File: src/rtl/fifo_read_drainer.sv
// Read-domain consumer of the async FIFO: pops words under a credit rule into a
// 2-entry skid buffer, streams them out on valid/ready, and counts/sequence-checks captures.
module fifo_read_drainer #(
    parameter int DATA_BITS = 10,
    parameter int CNT_BITS  = 16
) (
    input  logic                 r_clk,
    input  logic                 r_reset,
    input  logic                 empty,
    input  logic [DATA_BITS-1:0] output_data,
    output logic                 read,
    input  logic                 enable,
    input  logic                 seq_check_en,
    output logic [DATA_BITS-1:0] m_data,
    output logic                 m_valid,
    input  logic                 m_ready,
    output logic [CNT_BITS-1:0]  rd_count,
    output logic                 seq_err
);

    logic [1:0]           occ_q, occ_d;
    logic                 inflight_q, inflight_d;
    logic [DATA_BITS-1:0] head_q, head_d;
    logic [DATA_BITS-1:0] tail_q, tail_d;
    logic [CNT_BITS-1:0]  rd_count_q, rd_count_d;
    logic [DATA_BITS-1:0] expected_q, expected_d;
    logic                 seq_err_q, seq_err_d;

    logic                 pop;
    logic                 push;
    logic [2:0]           credit_used;
    logic [2:0]           credit_limit;

    function automatic logic [DATA_BITS-1:0] next_seq(input logic [DATA_BITS-1:0] value);
        return value + 1'b1;
    endfunction

    function automatic logic [CNT_BITS-1:0] next_count(input logic [CNT_BITS-1:0] value);
        return value + 1'b1;
    endfunction

    // Credit rule: buffered words plus the word in flight, less the one leaving now,
    // must stay below the buffer depth so a capture always finds a free slot.
    always_comb begin
        pop          = (occ_q != 2'd0) & m_ready;
        push         = inflight_q;
        credit_used  = {1'b0, occ_q} + {2'b00, inflight_q};
        credit_limit = 3'd2 + {2'b00, pop};
        read         = enable & ~empty & ~r_reset & (credit_used < credit_limit);
        inflight_d   = read;
    end

    always_comb begin
        occ_d  = occ_q;
        head_d = head_q;
        tail_d = tail_q;
        case ({push, pop})
            2'b10: begin
                occ_d = occ_q + 2'd1;
                if (occ_q == 2'd0) begin
                    head_d = output_data;
                end else begin
                    tail_d = output_data;
                end
            end
            2'b01: begin
                occ_d  = occ_q - 2'd1;
                head_d = tail_q;
            end
            2'b11: begin
                // Simultaneous push and pop keeps occupancy; order is preserved.
                if (occ_q == 2'd1) begin
                    head_d = output_data;
                end else begin
                    head_d = tail_q;
                    tail_d = output_data;
                end
            end
            default: begin
                occ_d = occ_q;
            end
        endcase
    end

    always_comb begin
        rd_count_d = rd_count_q;
        expected_d = expected_q;
        seq_err_d  = seq_err_q;
        if (push) begin
            rd_count_d = next_count(rd_count_q);
            expected_d = next_seq(output_data);
            if (seq_check_en && (output_data != expected_q)) begin
                seq_err_d = 1'b1;
            end
        end
    end

    always_ff @(posedge r_clk or posedge r_reset) begin
        if (r_reset) begin
            occ_q      <= 2'd0;
            inflight_q <= 1'b0;
            head_q     <= '0;
            tail_q     <= '0;
            rd_count_q <= '0;
            expected_q <= '0;
            seq_err_q  <= 1'b0;
        end else begin
            occ_q      <= occ_d;
            inflight_q <= inflight_d;
            head_q     <= head_d;
            tail_q     <= tail_d;
            rd_count_q <= rd_count_d;
            expected_q <= expected_d;
            seq_err_q  <= seq_err_d;
        end
    end

    assign m_data   = head_q;
    assign m_valid  = (occ_q != 2'd0);
    assign rd_count = rd_count_q;
    assign seq_err  = seq_err_q;

endmodule
File: config.mk
export PLATFORM = sky130hd
export DESIGN_NAME = fifo_read_drainer
export DESIGN_NICKNAME = d
export VERILOG_FILES = /design/src/rtl/fifo_read_drainer.sv
export SDC_FILE = /design/constraint.sdc
export NUM_CORES = 1
export LEC_CHECK = 0
export CAP_MARGIN = 20
export CORE_ASPECT_RATIO = 2
export CORE_MARGIN = 2
export CORE_UTILIZATION = 52
export CTS_CLUSTER_DIAMETER = 30
export CTS_CLUSTER_SIZE = 24
export DETAILED_ROUTE_END_ITERATION = 10
export PLACE_DENSITY = 0.89
export SLEW_MARGIN = 20
export SYNTH_ARGS = -nofsm -noshare
export SYNTH_HDL_FRONTEND = slang
export SYNTH_SLANG_ARGS = --single-unit
File: constraint.sdc
create_clock -name r_clk -period 2.7 [get_ports r_clk]
set_input_delay 0.81 -clock r_clk [delete_from_list [all_inputs] [get_ports r_clk]]
set_output_delay 0.81 -clock r_clk [all_outputs]
set_load 0.01 [all_outputs]
==> impl_metrics.csv <==
group,metric,value,unit
timing,setup_viol,0,
power_and_ir_drop,power,2.791,mW
clock_tree,cts_root_buffer,"clkbuf_8",
timing,hold-worst-slack,0.4733,ns
grt,grt_pass1_wl,8.811,mm
grt,grt.overflow.total,0,
floorplan,die_h,100.4,µm
placement,placed_cell_area,3015,µm²
clock_tree,clk_path_buf_depth,2,
grt,grt.total_usage,23.03,%
finish,fillCellCount,351,
timing,hold_viol_final,0,
yosys,muxShareOfSynthArea,6.159,%
finish,nets,307,
clock_tree,cts_tree,"built",
yosys,syn_inst,223,
floorplan,core_area,4554,µm²
placement,io_buffers,44,
yosys,synth-xor-area-share,12.68,%
critical_path,reg2reg_depth,14,
timing,drv_slew,0,
yosys,yosysWarnings,0,
power_and_ir_drop,power.share.sequential,43.2,%
finish,syn_to_final_growth,30.49,%
floorplan,initial_core_util,53.08,%
routing,drt_first_iter_violations,35,
floorplan,die_w,52.21,µm
routing,drc,0,
critical_path,path_class,"flop to primary output",
grt,antenna_found_initial,0,
floorplan,ios,45,
floorplan,num_rows,35,
yosys,ys_top_cells_by_count,"dfrtp_1 (50), xnor2_1 (20), nand2_1 (19)",
critical_path,cp_max_fo,4,
grt,grt_max_degree,31,
timing,tns,0,ns
yosys,async_flop_share,100.0,%
finish,post-route-util,69.26,%
critical_path,endpoint_kind,"primary output",
yosys,synth_top_family_by_area,"XOR/XNOR gates",
critical_path,worst_setup_path_start_kind,"flop",
placement,globalplace.congestion,0.9321,
timing,period_needed,2.562,ns
power_and_ir_drop,peakVddDrop,0.5820,mV
placement,pre_cts_ws,-0.5243,ns
yosys,synthAdderAreaFrac,4.658,%
critical_path,worstPathRequired,1.89,ns
yosys,yosysUniqueCellTypes,32,
placement,place_inst,327,
routing,first_pass_iters,4,
finish,fin_area,3154,µm²
timing,max_slew_margin,65.95,%
critical_path,r2r-end,"tail_q[4]$_DFFE_PP0P_",
timing,post-route-period-util,94.87,%
clock_tree,cts_max_level,2,
routing,routed_via_density,5.488,
finish,antennaDiodeCount,0,
routing,totalWireLength,5.164,mm
critical_path,regToRegSetupSlack,0.24,ns
routing,antenna_left,0,
critical_path,timing.critical_path.from,"occ_q[0]$_DFFE_PP0P_",
timing,finClkSkew,0.007086,ns
clock_tree,clk_latency,0.31,ns
yosys,synth_area_leaders,"dfrtp_1 (52%), xnor2_1 (7.2%), xor2_1 (5.4%), ha_1 (4.7%), mux2_2 (4.2%)",
yosys,yosys.area.top_type_share,51.76,%
yosys,yosys.area_share.simple,12.01,%
min_path,hp-class,"flop to flop",
timing,post-route-worst-setup-slack,0.1385,ns
critical_path,r2r-start,"occ_q[0]$_DFFE_PP0P_",
yosys,ys_ff_latch,50,
timing,max_freq,390.4,MHz
yosys,synth.net_count,248,
power_and_ir_drop,p_sw_share,33.39,%
critical_path,arrival,1.75,ns
power_and_ir_drop,p_leak,1.374,nW
outcome,outcome,"finished, final reports clean",
power_and_ir_drop,powerDensity,884.9,nW/µm²
finish,finalNonFillerCells,338,
yosys,seq_area_frac_synth,51.76,%
power_and_ir_drop,switchingPower,0.9320,mW
yosys,synth_edf_count,0,
flow_run,maxCapViolCount,0,
power_and_ir_drop,combPwrFrac,37.5,%
yosys,syn_area,2417,µm²
yosys,synth.largest_area_cell,"dfrtp_1",
floorplan,die_area,5243,µm²
clock_tree,clock-sinks,50,
yosys,yosysMostFrequentCell,"dfrtp_1",
finish,drive_above_1_share,15.19,%
timing,tightest_slew,0.5061,ns
yosys,synth_compound_area_share,9.317,%
placement,dpl.hpwl,3.882,mm
clock_tree,clkTransAtPathRegs,0.09,ns
power_and_ir_drop,clkPwrFrac,19.3,%
routing,wl_per_cell,15.28,µm
routing,vias,1855,
yosys,synth_top_flop_cell,"dfrtp_1",
timing,rsz0062_at_grt,"false",
clock_tree,cts_made_buffers,5,
grt,grt_pass1_vias,1889,
power_and_ir_drop,p_int,1.859,mW
critical_path,crit_end,"m_valid",
yosys,syn_avg_cell_area,10.84,µm²
-- layout by cell type, fill, tap and decap left out, types with 10 or more instances in the layout --
| cell type | netlist | routed |
|---|---|---|
| a21oi_1 | 11 | 11 |
| nand2_1 | 19 | 19 |
| dfrtp_1 | 50 | 49 |
| buf_4 | 1 | 15 |
| clkdlybuf4s50_1 | 0 | 42 |
| xnor2_1 | 20 | 20 |
| o21ai_0 | 12 | 11 |
| a22oi_1 | 10 | 10 |
| xor2_1 | 15 | 15 |
| nor2_1 | 13 | 13 |
-- how the worst min path moves through the flow --
| stage | startpoint | slack, ns | cells past startpoint | to |
|---|---|---|---|---|
| finish | rd_count[15]$_DFFE_PP0P_ | 0.47 | 1 | rd_count[15]$_DFFE_PP0P_ |
| global route | rd_count[15]$_DFFE_PP0P_ | 0.49 | 1 | rd_count[15]$_DFFE_PP0P_ |
| CTS | rd_count[15]$_DFFE_PP0P_ | 0.48 | 1 | rd_count[15]$_DFFE_PP0P_ |
| detailed placement | rd_count[15]$_DFFE_PP0P_ | 0.47 | 1 | rd_count[15]$_DFFE_PP0P_ |
| global placement | rd_count[15]$_DFFE_PP0P_ | 0.46 | 1 | rd_count[15]$_DFFE_PP0P_ |
| floorplan | tail_q[0]$_DFFE_PP0P_ | 0.46 | 1 | tail_q[0]$_DFFE_PP0P_ |
-- registers in the layout, indices dropped and copies added (netlist names) --
register	flops
occ_q	2
expected_q	10
inflight_q	1
tail_q	10
m_data	10
rd_count	16
seq_err	1
-- final cells by class --
class	instances	area [µm²]	share of cell area (%)
clock buffer	5	68.82	2.182
clock inverter	3	45.04	1.428
multi-input combinational	153	1091	34.59
timing repair buffer	61	586.8	18.60
tap	55	68.82	2.182
sequential	50	1252	39.71
inverter	11	41.29	1.309
-- cell families after synthesis --
logic type | after synthesis
and+or+nand+nor | 59
DFF | 50
AOI/OAI and AO/OA | 37
xor gates and xnor gates | 35
buffers and inverters | 20
muxes | 13
adders and majority gates | 9
-- worst max-delay path: stages, from the launching register on --
cell	delay, ns
dfrtp_2	0.41
inv_1	0.05
ha_1	0.24
buf_4	0.16
inv_1	0.04
clkdlybuf4s50_1	0.53
-- power groups by stage --
stage	clock [mW]	sequential, mW	combinational (mW)
floorplan	0	1.23	0.541
global placement	0	1.20	0.980
detailed placement	0	1.22	1.02
CTS	0.544	1.21	1.05
global route	0.572	1.25	1.16
finish	0.539	1.21	1.05
-- routing by layer --
metal | GRT usage (%) | vias to the layer above | routed length [µm]
li1 | - | 879 | -
met1 | 25.73 | 908 | 1856
met2 | 40.12 | 49 | 2927
met3 | 3.869 | 19 | 135
met4 | 12.62 | 0 | 245
met5 | 0 | - | 0
-- repair_timing --
action	CTS	global route
gates cloned	0	0
hold buffers	0	0
pin swaps	2	0
gates resized for setup	9	1
buffers inserted	3	0
endpoints found under the setup margin	1	1
Power figures use the tool's default switching activity.
